**src/rtl/data_ram_ws.sv**
```systemverilog
// Word-organised data memory with byte/halfword/word access, sign/zero extension
// and a fixed number of wait states per access behind a req/ready handshake.
module data_ram_ws #(
  parameter int ADDR_WIDTH  = 5,
  parameter int WAIT_CYCLES = 2
) (
  input  logic                  clk,
  input  logic                  rst,
  input  logic                  req,
  input  logic                  we,
  input  logic [ADDR_WIDTH+1:0] addr,
  input  logic [1:0]            size,
  input  logic                  sign_ext,
  input  logic [31:0]           wdata,
  output logic [31:0]           rdata,
  output logic                  ready,
  output logic                  err,
  output logic                  busy
);

  localparam int DATA_W = 32;
  localparam int DEPTH  = 1 << ADDR_WIDTH;

  typedef enum logic [1:0] {IDLE, WAIT, DONE} state_t;

  state_t                  state;
  logic [3:0]              cnt;
  logic                    we_p0;
  logic                    sext_p0;
  logic [ADDR_WIDTH+1:0]   addr_p0;
  logic [1:0]              size_p0;
  logic [DATA_W-1:0]       wdata_p0;
  logic [DATA_W-1:0]       mem [DEPTH];
  logic [ADDR_WIDTH-1:0]   word_idx;
  logic                    access;

  function automatic logic misaligned(input logic [1:0] sz, input logic [1:0] lo);
    return (sz == 2'b11) || (sz == 2'b01 && lo[0]) || (sz == 2'b10 && lo != 2'b00);
  endfunction

  // Only the addressed lanes take the low bits of the store data.
  function automatic logic [DATA_W-1:0] merge_store(input logic [DATA_W-1:0] old,
                                                    input logic [DATA_W-1:0] wd,
                                                    input logic [1:0]        sz,
                                                    input logic [1:0]        lo);
    logic [DATA_W-1:0] r;
    r = old;
    case (sz)
      2'b00:   r[{lo, 3'b000} +: 8]     = wd[7:0];
      2'b01:   r[{lo[1], 4'b0000} +: 16] = wd[15:0];
      default: r = wd;
    endcase
    return r;
  endfunction

  function automatic logic [DATA_W-1:0] load_extract(input logic [DATA_W-1:0] word,
                                                     input logic [1:0]        sz,
                                                     input logic [1:0]        lo,
                                                     input logic              sx);
    logic signed [7:0]  b;
    logic signed [15:0] h;
    b = word[{lo, 3'b000} +: 8];
    h = word[{lo[1], 4'b0000} +: 16];
    case (sz)
      2'b00:   return sx ? DATA_W'(b) : {24'h0, b};
      2'b01:   return sx ? DATA_W'(h) : {16'h0, h};
      default: return word;
    endcase
  endfunction

  assign word_idx = addr_p0[ADDR_WIDTH+1:2];
  assign access   = (state == WAIT) && (cnt == 4'd0);

  always_ff @(posedge clk) begin
    if (rst) begin
      state <= IDLE;
      cnt   <= 4'd0;
      ready <= 1'b0;
      err   <= 1'b0;
      busy  <= 1'b0;
      rdata <= '0;
    end else begin
      ready <= 1'b0;
      err   <= 1'b0;
      case (state)
        IDLE: begin
          if (req) begin
            busy <= 1'b1;
            if (misaligned(size, addr[1:0])) begin
              state <= DONE;
              ready <= 1'b1;
              err   <= 1'b1;
            end else begin
              state <= WAIT;
              cnt   <= 4'(WAIT_CYCLES);
            end
          end
        end
        WAIT: begin
          if (cnt != 4'd0) begin
            cnt <= cnt - 4'd1;
          end else begin
            state <= DONE;
            ready <= 1'b1;
            if (!we_p0) rdata <= load_extract(mem[word_idx], size_p0, addr_p0[1:0], sext_p0);
          end
        end
        DONE: begin
          state <= IDLE;
          busy  <= 1'b0;
        end
        default: state <= IDLE;
      endcase
    end
  end

  // Request capture; later input changes are invisible to the access in flight.
  always_ff @(posedge clk) begin
    if (state == IDLE && req) begin
      we_p0    <= we;
      addr_p0  <= addr;
      size_p0  <= size;
      sext_p0  <= sign_ext;
      wdata_p0 <= wdata;
    end
  end

  // A reset edge suppresses any pending write.
  always_ff @(posedge clk) begin
    if (!rst && access && we_p0)
      mem[word_idx] <= merge_store(mem[word_idx], wdata_p0, size_p0, addr_p0[1:0]);
  end

endmodule

```
**config.mk**
```make
export PLATFORM = sky130hd
export DESIGN_NAME = data_ram_ws
export DESIGN_NICKNAME = d
export VERILOG_FILES = /design/src/rtl/data_ram_ws.sv
export SDC_FILE = /design/constraint.sdc
export NUM_CORES = 1
export LEC_CHECK = 0
export BUFFER_PORTS_ARGS = -buffer_cell sky130_fd_sc_hd__buf_2
export CORE_MARGIN = 5
export CORE_UTILIZATION = 65
export CTS_BUF_LIST = sky130_fd_sc_hd__clkbuf_4 sky130_fd_sc_hd__clkbuf_8
export CTS_CLUSTER_SIZE = 16
export DETAILED_ROUTE_END_ITERATION = 16
export PLACE_DENSITY_LB_ADDON = 0.08
export SYNTH_ARGS = -nofsm -noshare
export SYNTH_HDL_FRONTEND = slang
export SYNTH_SLANG_ARGS = --single-unit
```
**constraint.sdc**
```tcl
create_clock -name clk -period 8.2 [get_ports clk]
set_input_delay 1.23 -clock clk [delete_from_list [all_inputs] [get_ports clk]]
set_output_delay 1.23 -clock clk [all_outputs]
set_load 0.05 [all_outputs]
```
### Yosys cells after proc, flatten, opt, wreduce, memory -nomap -nowiden

Memory sizes are Yosys's and may differ from the RTL's. A register that Yosys moved wholly into a read port is not among the register bits.
Cells that the tools add are included.

| storage, ports and cells | value |
|---|---|
| bits in registers | 84 |
| RAM bits | 1024 |
| memories kept | 1 |

Memory list:

| name | depth | bits a word | read ports | clocked after Yosys merged registers in | write ports | line | source |
|---|---|---|---|---|---|---|---|
| mem | 32 | 32 | 1 | 1 | 1 | 33 | `logic [DATA_W-1:0] mem [DEPTH];` |

| operators by class | value |
|---|---|
| add/sub/neg operators | 3 |
| equality and inequality tests | 10 |
| shift operators | 6 |
| mux-type cells | 24 |
| bitwise gates (word level) | 3 |
| reduce and logical (&&, ||, !) cells | 21 |

Operators with widths:

| cell | count |
|---|---|
| $pmux 32 s2 | 2 |
| $mux 32 | 3 |
| $bwmux 32 | 2 |
| $shift 16x7->32 const A | 1 |
| $shift 8x7->32 const A | 1 |
| $shiftx 16x7->32 | 1 |
| $shiftx 32x6->16 | 1 |
| $shiftx 32x6->8 | 1 |
| $shiftx 8x7->32 | 1 |
| $neg 5->7 | 2 |
| $mux 4 | 3 |
| $pmux 4 s2 | 1 |
| $eq 2x1->1 const B | 3 |
| $eq 2x2->1 const B | 3 |
| $logic_and 1x1->1 | 6 |
| $mux 1 | 6 |
| $mux 2 | 3 |
| $ne 2x2->1 const B | 3 |
| $reduce_bool 2->1 | 3 |
| $mux 5 | 1 |
| $logic_not 2->1 | 2 |
| $logic_not 4->1 | 1 |
| $pmux 1 s2 | 2 |
| $pmux 2 s2 | 1 |
| 10 further kinds | 14 |

### Longest topological paths before layout

| depth | value |
|---|---|
| depth in word-level cells | 7 |
| mapped depth | 12 |

### Least setup slack after synthesis

No wires, ideal clock.

| timing | value |
|---|---|
| path type | input port to flip-flop |
| from | in req |
| to | reg cnt[3] |
| data arrival time | 6149 ps |
| data required time | 8084 ps |
| path slack | 1935 ps |
| stages on the path | 5 |
| cell sequence | nor3b_1 > a21oi_1 > nor4_1 > xnor2_1 > nor2_1 |

| on the way | value |
|---|---|
| word-level cells in the longest chain between the ends | 2 |

RTL lines:

| what | line | source |
|---|---|---|
| start: declaration | 9 | `input logic req,` |
| $ne 2x2->1 (no line) | - |  |
| $reduce_and 4->1 (no line) | - |  |
| end signal: assignment | 95 | `cnt <= 4'(WAIT_CYCLES);` |
| end signal: assignment | 101 | `cnt <= cnt - 4'd1;` |
| end: declaration | 27 | `logic [3:0] cnt;` |

Every way passes these cells.
A chain may end at the register's enable or synchronous reset.

==> results.json <==
{
  "status": "finished clean",
  "worstHoldStart": "rdata[16]$_SDFFE_PP0P_",
  "core_area_um2": 66000,
  "track_usage_pct": 31.8,
  "htreeDepth": 4,
  "synth.area.top_cells": "edfxtp_1, mux4_2, dfxtp_1",
  "synth_cells": 2190,
  "slew_viol_final": 0,
  "vias": 23400,
  "fill_cells": 3807,
  "ys_types": 52,
  "fmax_ghz": 0.204,
  "cts-root-buf": "clkbuf_8",
  "clock_path_buffers": 3,
  "yosysWarnings": 0,
  "utilization_pct": 73.5,
  "layout.nets": 2445,
  "synthFlopType": "edfxtp_1",
  "place_inst": 3087,
  "grt_max_degree": 93,
  "synth_seq_area_share_pct": 76.0,
  "start_kind": "flop",
  "fin_ws_ps": 3290,
  "worstSetupPathType": "reg -> reg",
  "rows": 94,
  "timing.setup.tns_ps": 0,
  "arrival_ps": 5320,
  "layout-drive-gt1-share_pct": 30.1,
  "yosysTopAreaCellShare_pct": 73.9,
  "rsz0062_at_grt": "no",
  "ys_async_sr_fraction_pct": 0,
  "gp_congestion": 0.940,
  "dieWidth_um": 268,
  "hold_viol": 0,
  "post_cts_resized": 0,
  "path_clk_slew_ps": 60,
  "fin_cells": 3394,
  "start_util_pct": 65.7,
  "ys_seq_elements": 1113,
  "worst_slew_pin_slew_ps": 1320,
  "irDropWorstVdd_uv": 226,
  "syn-cell-area_um2": 43400,
  "holdWs_ps": 509,
  "min_period_ps": 4910,
  "place_ws_ps": 3330,
  "io_buffer_count": 80,
  "final_common_cell": "edfxtp_1",
  "grt_pass1_vias": 23700,
  "synth_area_leader_cell": "edfxtp_1",
  "drv_cap": 0,
  "post-route-drc-count": 0,
  "layout_common_cells": "edfxtp_1, mux4_2, clkbuf_8",
  "p_leak_uw": 0.0157,
  "io-pin-count": 81,
  "period_share_pct": 59.8,
  "relSlewSlack_pct": 11.8,
  "grt-ovfl-total": 0,
  "vias_per_cell": 6.90,
  "dieArea_um2": 72000,
  "syn_to_final_growth_pct": 11.8,
  "synth_edf_count": 1067,
  "postRouteAntennaNets": 0,
  "cts_sinks": 1113,
  "critPathMaxFanout": 41,
  "cts_made_buffers": 168,
  "cts_tree": "built",
  "crit_required_ps": 8610,
  "syn_avg_cell_area_um2": 19.8,
  "setup_viol": 0,
  "endpoint_kind": "flop",
  "syn_nets": 2242,
  "power_per_cell_area_nw_per_um2": 256,
  "min_path_type": "reg -> reg",
  "first_pass_iters": 7,
  "drtIter0Drc": 3192,
  "clkLatencyLatePin_ps": 810,
  "post_cts_buffers": 0,
  "routed_wl_um": 111000,
  "fin_skew_ps": 21.7,
  "wire_per_inst_um": 32.8,
  "die_y_um": 268,
  "antenna_found_initial": 0,
  "dpl.hpwl_um": 67700,
  "grt_pass1_wl_um": 162000,
  "cts.hold.buffers_added": 0
}
-- final timing paths --
check	to	slack (ps)	cells past startpoint
min reg2reg	rdata[16]$_SDFFE_PP0P_	510	2
min	rdata[16]$_SDFFE_PP0P_	510	2
max reg2reg	mem[15][22]$_DFFE_PP_	3290	7
max	mem[15][22]$_DFFE_PP_	3290	7
-- critical path, cell delays in order, from the launching register on --
cell and delay [ps]:
dfxtp_4 900, buf_4 730, mux4_2 390, mux2i_1 80, a32o_1 290, a311oi_1 820
a221oi_1 240, a21oi_2 980
-- cells by family (layout without fill, tap and decap cells) --
kind of cell / after synthesis / after routing / share of synthesized area (%)
buf+inv: 138 / 473 / 1.36
mux: 327 / 327 / 14.4
simple gates: 325 / 325 / 3.25
other cells: 0 / 5 / 0
xor+xnor: 2 / 2 / 0.0404
flops: 1113 / 1113 / 76.0
fa+ha+maj: 6 / 6 / 0.173
compound gates: 279 / 279 / 4.75
-- final cells by class --
type,count,area [um^2],area share [%]
Sequential cell,1113,33000,68.0
Multi-Input combinational cell,939,10100,20.9
Clock buffer,243,2910,6.01
Tap cell,864,1080,2.23
Timing Repair Buffer,154,981,2.02
Clock inverter,59,355,0.733
Inverter,17,63.8,0.132
Antenna cell,5,12.5,0.0258
-- flip-flops by register name, summed over array words and instances (netlist names), named ones only --
register  cells
state         2
addr_p0       7
rdata        32
ready         1
mem        1024
size_p0       2
err           1
cnt           4
we_p0         1
wdata_p0     32
busy          1
sext_p0       1
-- through the flow --
step	cell area (um^2)	total power, uW
after floorplan	43400	7550
after global routing	48500	12800
after CTS	48500	12400
after detailed placement	45200	8070
final	48500	12400
after global placement	45200	8030
-- synth_stat cells (all sizes together), types with 6 or more instances --
cell    count
nand2     144
nor2b      13
a211oi     23
edfxtp   1067
clkbuf     65
inv        17
nand2b      6
a311oi      9
buf        56
a221oi     15
o221a       6
nand3      27
o31ai       8
o31a       12
o221ai     17
mux2       39
a32o       17
dfxtp      46
and3       15
a22oi      34
a21oi      26
o21ai      56
a311o       6
mux2i      53
mux4      235
or2         6
ha          6
nor2       95
o22ai      13
a22o       13
-- layer usage --
metal / vias to the layer above / track usage [%] / wire length, um
met1: 12100 / 46.7 / 42400
li1: 9509 / - / -
met5: - / 0 / 0
met2: 1568 / 47.4 / 51500
met3: 249 / 8.65 / 13300
met4: 0 / 11.6 / 4240
-- report_power, final --
| part | switching [uW] | internal, uW |
|---|---|---|
| Clock | 2050 | 2370 |
| Sequential | 85.6 | 6480 |
| Combinational | 933 | 483 |
Power figures use the tool's default switching activity.
